### src/rtl/ram64_pkg.sv
// Shared sizing constants and word/address types for the 8x16 two-read, one-write register-file RAM.
package ram64_pkg;

  localparam int DATA_W = 16;
  localparam int ADDR_W = 3;
  localparam int DEPTH  = 2 ** ADDR_W;

  typedef logic [DATA_W-1:0] word_t;
  typedef logic [ADDR_W-1:0] addr_t;

endpackage

### src/rtl/ram64_rd_port.sv
// One registered read port: word mux plus an output register that clears on reset.
// Define WR_BYPASS_EN for write-first forwarding on a same-address collision.
module ram64_rd_port
  import ram64_pkg::*;
(
  input  logic              clk,
  input  logic              reset,
  input  logic [DATA_W-1:0] mem [DEPTH],
  input  logic [ADDR_W-1:0] rd_addr,
  input  logic              wr,
  input  logic [ADDR_W-1:0] wr_addr,
  input  logic [DATA_W-1:0] d_in,
  output logic [DATA_W-1:0] d_out
);

  word_t d_out_d;
  word_t d_out_q;

`ifdef WR_BYPASS_EN
  always_comb begin
    d_out_d = mem[rd_addr];
    // On a collision, forward the incoming word so it is visible on this edge.
    if (wr && (wr_addr == rd_addr)) begin
      d_out_d = d_in;
    end
  end
`else
  logic unused_bypass;
  assign unused_bypass = ^{wr, wr_addr, d_in};

  // Without forwarding, a collision returns the old word because mem is still pre-write.
  always_comb begin
    d_out_d = mem[rd_addr];
  end
`endif

  always_ff @(posedge clk) begin
    if (reset) begin
      d_out_q <= '0;
    end else begin
      d_out_q <= d_out_d;
    end
  end

  assign d_out = d_out_q;

endmodule

### src/rtl/ram64_2r1w.sv
// 8x16 register-file RAM with one write port and two registered read ports (A, B).
// Optional WR_BYPASS_EN selects write-first collision behaviour in the read ports.
module ram64_2r1w
  import ram64_pkg::*;
(
  input  logic              clk,
  input  logic              reset,
  input  logic              wr,
  input  logic [ADDR_W-1:0] wr_addr,
  input  logic [DATA_W-1:0] d_in,
  input  logic [ADDR_W-1:0] rd_addr_a,
  input  logic [ADDR_W-1:0] rd_addr_b,
  output logic [DATA_W-1:0] d_out_a,
  output logic [DATA_W-1:0] d_out_b
);

  word_t mem_q [DEPTH];
  word_t mem_d [DEPTH];

  // Every word is resettable, so storage is flops rather than an inferred RAM.
  generate
    for (genvar gi = 0; gi < DEPTH; gi++) begin : g_word
      always_comb begin
        mem_d[gi] = mem_q[gi];
        if (wr && (wr_addr == addr_t'(gi))) begin
          mem_d[gi] = d_in;
        end
      end

      always_ff @(posedge clk) begin
        if (reset) begin
          mem_q[gi] <= '0;
        end else begin
          mem_q[gi] <= mem_d[gi];
        end
      end
    end
  endgenerate

  ram64_rd_port u_rd_a (
    .clk     (clk),
    .reset   (reset),
    .mem     (mem_q),
    .rd_addr (rd_addr_a),
    .wr      (wr),
    .wr_addr (wr_addr),
    .d_in    (d_in),
    .d_out   (d_out_a)
  );

  ram64_rd_port u_rd_b (
    .clk     (clk),
    .reset   (reset),
    .mem     (mem_q),
    .rd_addr (rd_addr_b),
    .wr      (wr),
    .wr_addr (wr_addr),
    .d_in    (d_in),
    .d_out   (d_out_b)
  );

endmodule

### config.mk
export PLATFORM = sky130hd
export DESIGN_NAME = ram64_2r1w
export DESIGN_NICKNAME = d
export VERILOG_FILES = /design/src/rtl/ram64_pkg.sv /design/src/rtl/ram64_rd_port.sv /design/src/rtl/ram64_2r1w.sv
export SDC_FILE = /design/constraint.sdc
export NUM_CORES = 1
export LEC_CHECK = 0
export BUFFER_PORTS_ARGS = -buffer_cell sky130_fd_sc_hd__buf_2
export CAP_MARGIN = 20
export CORE_ASPECT_RATIO = 1.75
export CORE_MARGIN = 3
export CORE_UTILIZATION = 35
export DETAILED_ROUTE_END_ITERATION = 10
export PLACE_DENSITY_LB_ADDON = 0.1
export SLEW_MARGIN = 5
export SYNTH_ARGS = -nofsm -noshare
export SYNTH_HDL_FRONTEND = slang
export SYNTH_HIERARCHICAL = 1
export SYNTH_SLANG_ARGS = --single-unit
export TNS_END_PERCENT = 100
### constraint.sdc
create_clock -name clk -period 1.55 [get_ports clk]
set_input_delay 0.2325 -clock clk [delete_from_list [all_inputs] [get_ports clk]]
set_output_delay 0.2325 -clock clk [all_outputs]
set_load 0.01 [all_outputs]
# After elaboration in Yosys (flattened, before gate mapping)
# Cells that the tools add are included.
# totals
register_bits	160
wordCells	36
out_inout_bits	32
# op_classes
eq_ne	7
reduce_logical	9
n_lt_le_gt_ge	2
mux	6
bitwise	2
# op_table
op	count
$bmux 16 s3	2
$mux 16	4
$eq 3x3->1 const B	4
$ge 4x4->1 const B	2
$logic_and 1x1->1	8
$not 3->4	2
$eq 3x2->1 const B	2
$eq 3x1->1 const B	1
$logic_not 3->1	1

# Logic depth before layout (Yosys ltp)
# depth
word_depth	4
mapped_depth	5

# Modules after synthesis
# Netlist, hierarchy kept.
# modules_own_cells
module	seq_area_each_um2	cells_each	instances	area_per_inst_um2
ram64_2r1w	2562.5	459	1	5074.9
ram64_rd_port	320.3	92	2	1361.3

# Worst setup path before layout
# OpenSTA, ideal clock, no wires.
# synth_timing
kind	in2reg
start	input port wr_addr[1]
end	register mem_q[117] (netlist name)
path_slack_ns	0.149
n_path_buf	3
arrival_ns	1.272
t_required_ns	1.421
stages	5
cell_sequence	buf_2 > or4b_4 > buf_6 > buf_12 > mux2i_1
# synth_between
elab_chain_cells	2
# synth_lines
item	line	text
start: declaration	ram64_2r1w.sv:9	input logic [ADDR_W-1:0] wr_addr,
$logic_not 3->1	ram64_2r1w.sv:25	if (wr && (wr_addr == addr_t'(gi))) begin
$logic_and 1x1->1	ram64_2r1w.sv:25	
end signal: indexed assignment	ram64_2r1w.sv:34	mem_q[gi] <= mem_d[gi];
end: declaration	ram64_2r1w.sv:17	word_t mem_q [DEPTH];
# Every way passes these cells.
# A chain may end at the register's enable or synchronous reset.

# Worst setup path after layout
# layout_timing
start	register mem_q[24] (netlist name)
end	register u_rd_a.d_out_q[8], in the netlist u_rd_a/d_out[8]
# layout_between
elab_chain_cells	3
# layout_lines
item	line	text
$bmux 16 s3	ram64_rd_port.sv:33	d_out_d = mem[rd_addr];
$mux 16 (implied by the code) (2 in series)	ram64_rd_port.sv:33	
end signal: assignment	ram64_rd_port.sv:41	d_out_q <= d_out_d;
end: declaration	ram64_rd_port.sv:17	word_t d_out_q;
# Every way passes these cells. The select of a mux whose other input is x is not followed.

==> flow_metrics.py <==
metrics = {
    "run_status": {
        "status": "completed",
    },
    "synthesis": {
        "synth_ff_type": "dfxtp_1",
        "synth_xor_area_share_pct": 0,
        "synth_compound_area_share_pct": 0,
        "ys_seq_area_share_pct": 41.08,
        "synth_edf_count": 0,
        "synth_top_family_by_area": "multiplexers",
        "syn_avg_cell_area_um2": 12.13,
        "syn_area_um2": 7797,
        "synthCells": 643,
        "synth-simple-area-share_pct": 14.25,
        "ys_async_sr_fraction_pct": 0,
        "ys_types": 16,
        "yosysWarnings": 6,
        "synthAdderAreaFrac_pct": 0,
        "syn_nets": 671,
        "synth-seq-cells": 160,
        "synth_mux_area_share_pct": 39.02,
    },
    "floorplan": {
        "dieArea_um2": 24180,
        "coreArea_um2": 21680,
        "die_y_um": 203.5,
        "row_count": 71,
        "num_io_pins": 60,
        "initial_utilization_pct": 35.97,
        "die_x_um": 118.8,
    },
    "final_layout": {
        "nets": 707,
        "post-route-util_pct": 41.62,
        "synthToLayoutAreaGrowth_pct": 15.69,
        "layout-drive-gt1-share_pct": 27.02,
        "antenna_cells": 0,
    },
    "global_route": {
        "overflow": 0,
        "first_global_vias": 5364,
        "grt_pass1_wl_mm": 30.77,
        "grtUsageTotal_pct": 16.66,
        "antenna_found_initial": 0,
        "grt_start_max_net_pins": 48,
    },
    "route": {
        "antenna_left": 0,
        "drt_first_pass_iters": 4,
        "drcViolationCount": 0,
        "vias": 4892,
        "via_per_inst": 4.972,
        "drt_iter0_markers": 273,
        "wirelength_mm": 19.51,
        "wl_per_cell_um": 19.83,
    },
    "setup_path": {
        "cp-start-kind": "flip-flop",
        "reg2reg_to": "u_rd_a/d_out[8]",
        "r2r_start": "mem_q[24]",
        "reg2reg_depth": 3,
        "cp.required_ps": 1860,
        "arrival_ps": 1480,
        "end_kind": "flip-flop",
        "worst-setup-path-type": "flip-flop to flip-flop",
        "regToRegSetupSlack_ps": 380,
        "crit_fanout": 3,
    },
    "pwr": {
        "intPower_mw": 7.016,
        "clkPwrFrac_pct": 45.2,
        "p_switching_mw": 2.206,
        "power.leakage_nw": 4.048,
        "power_frac_comb_pct": 8.7,
        "power_per_cell_area_nw_per_um2": 1022,
        "p_sw_share_pct": 23.92,
        "seq_power_share_pct": 46.1,
        "ir_worst_vdd_uv": 695.4,
    },
    "sta": {
        "worstMarginPinSlew_ps": 426.4,
        "slew_headroom_pct": 71.57,
        "rsz0062_at_grt": "false",
        "finalSetupTns_ps": 0,
        "slew_viol_final": 0,
        "setup_viol_count_final": 0,
        "finClkSkew_ps": 7.112,
        "fmax_ghz": 0.8535,
        "min_period_ps": 1172,
        "post-route-period-util_pct": 75.59,
        "hold_violations": 0,
    },
    "hold_path": {
        "holdPathEnd": "u_rd_a/d_out[1]",
        "hp-start": "reset",
        "holdPathStages": 2,
        "worst_hold_path_type": "primary input to flip-flop",
    },
    "clock_tree": {
        "htreeDepth": 4,
        "cts_sinks": 160,
        "cts-resized-gates": 0,
        "cts_tree": "yes",
        "clock_latency_ps": 430,
        "clkTransAtPathRegs_ps": 60,
        "cts_buffers": 17,
        "ctsHoldBuffers": 0,
        "root_buffer": "clkbuf_16",
        "cts_buffer_depth": 2,
        "postCtsSetupRepairBufs": 0,
    },
    "placement": {
        "numPortBuffers": 59,
        "hpwl_mm": 12.73,
        "place_congestion": 0.7208,
    },
    "run": {
        "cap_violations": 0,
    },
}
[worst max-delay path by stage]
stage,startpoint,to,depth (start not counted)
after global routing,mem_q[8],u_rd_a/d_out[8],3
final,mem_q[24],u_rd_a/d_out[8],3
after CTS,u_rd_b/d_out[13],d_out_b[13],1
after global placement,rd_addr_a[1],u_rd_a/d_out[8],5
after floorplan,wr_addr[1],mem_q[117],5
after detailed placement,rd_addr_a[1],u_rd_a/d_out[8],5
[cell families (layout without fill, tap and decap cells)]
family / Yosys count / in the layout
multiplexers: 224 / 224
AND/OR/NAND/NOR: 185 / 185
flip-flops: 160 / 160
buffers and inverters: 74 / 123
[critical path, cell delays in order, from the launching register on]
cell     delay [ps]
dfxtp_1         320
mux4_2          470
mux2i_1         190
nor2_1           70
[power by group through the flow]
stage	clock (mW)	sequential [mW]	combinational, mW
2_1_floorplan	0	4.34	0.575
3_3_place_gp	0	4.34	0.805
3_5_place_dp	0	4.35	0.818
4_1_cts	4.29	4.25	0.820
5_1_grt	4.42	4.26	0.864
6_report	4.17	4.25	0.803
[through the flow]
stage               hold WS [ps]  setup slack (ps)  std cells  cell area (um^2)  power, mW
floorplan                  455.8             148.9        643              7797      4.911
global placement           464.6             49.15        952              8438      5.145
detailed placement         478.2             8.119        952              8438      5.164
CTS                        107.4             324.9        984              9021      9.359
global route               114.4             325.3        984              9021      9.543
finish                     120.7             378.4        984              9021      9.222
[layout by cell type (no fill, tap or decap)]
cell	instances
nor2_1	32
or4b_4	1
nand2b_1	144
mux2i_1	160
mux4_2	64
clkinv_4	2
bufinv_16	2
nand4b_1	3
nor4bb_4	1
buf_4	20
buf_12	13
clkinvlp_4	6
buf_2	58
inv_6	1
clkinv_2	1
dfxtp_1	160
clkbuf_1	2
clkbuf_16	17
clkbuf_8	1
nand4_1	1
nand4bb_1	3
[synthesized netlist by cell type (3+ instances only)]
master     count  area share (%)
dfxtp_1      160              41
mux2i_1      160              21
nand2b_1     144              12
mux4_2        64              18
nor2_1        32             1.5
clkbuf_1      28             1.3
buf_2         26             1.7
buf_1          8            0.39
buf_6          6            0.87
buf_12         5             1.3
nand4b_1       3            0.34
nand4bb_1      3            0.43
[per-layer routing]
layer | up-vias | part of all wire, % | track usage, %
li1 | 2331 | - | -
met1 | 2481 | 43 | 19.63
met2 | 65 | 53 | 30.54
met3 | 15 | 2.4 | 2.913
met4 | 0 | 1.4 | 5.305
met5 | - | 0 | 0
[cell type report]
| cell class | count | area [um^2] |
|---|---|---|
| clock inverters | 12 | 136.4 |
| repair buffers | 91 | 700.7 |
| well taps | 292 | 365.4 |
| fillers | 2129 | 12650 |
| clock buffers | 20 | 446.7 |
| flip-flops and latches | 160 | 3203 |
| multi-input cells | 409 | 4169 |
[sequential cells by signal, indices dropped and copies added, names as in the netlist]
name,cells
mem_q,128
u_rd_a/d_out,16
u_rd_b/d_out,16
No activity file was read; power rests on OpenSTA's default activity.
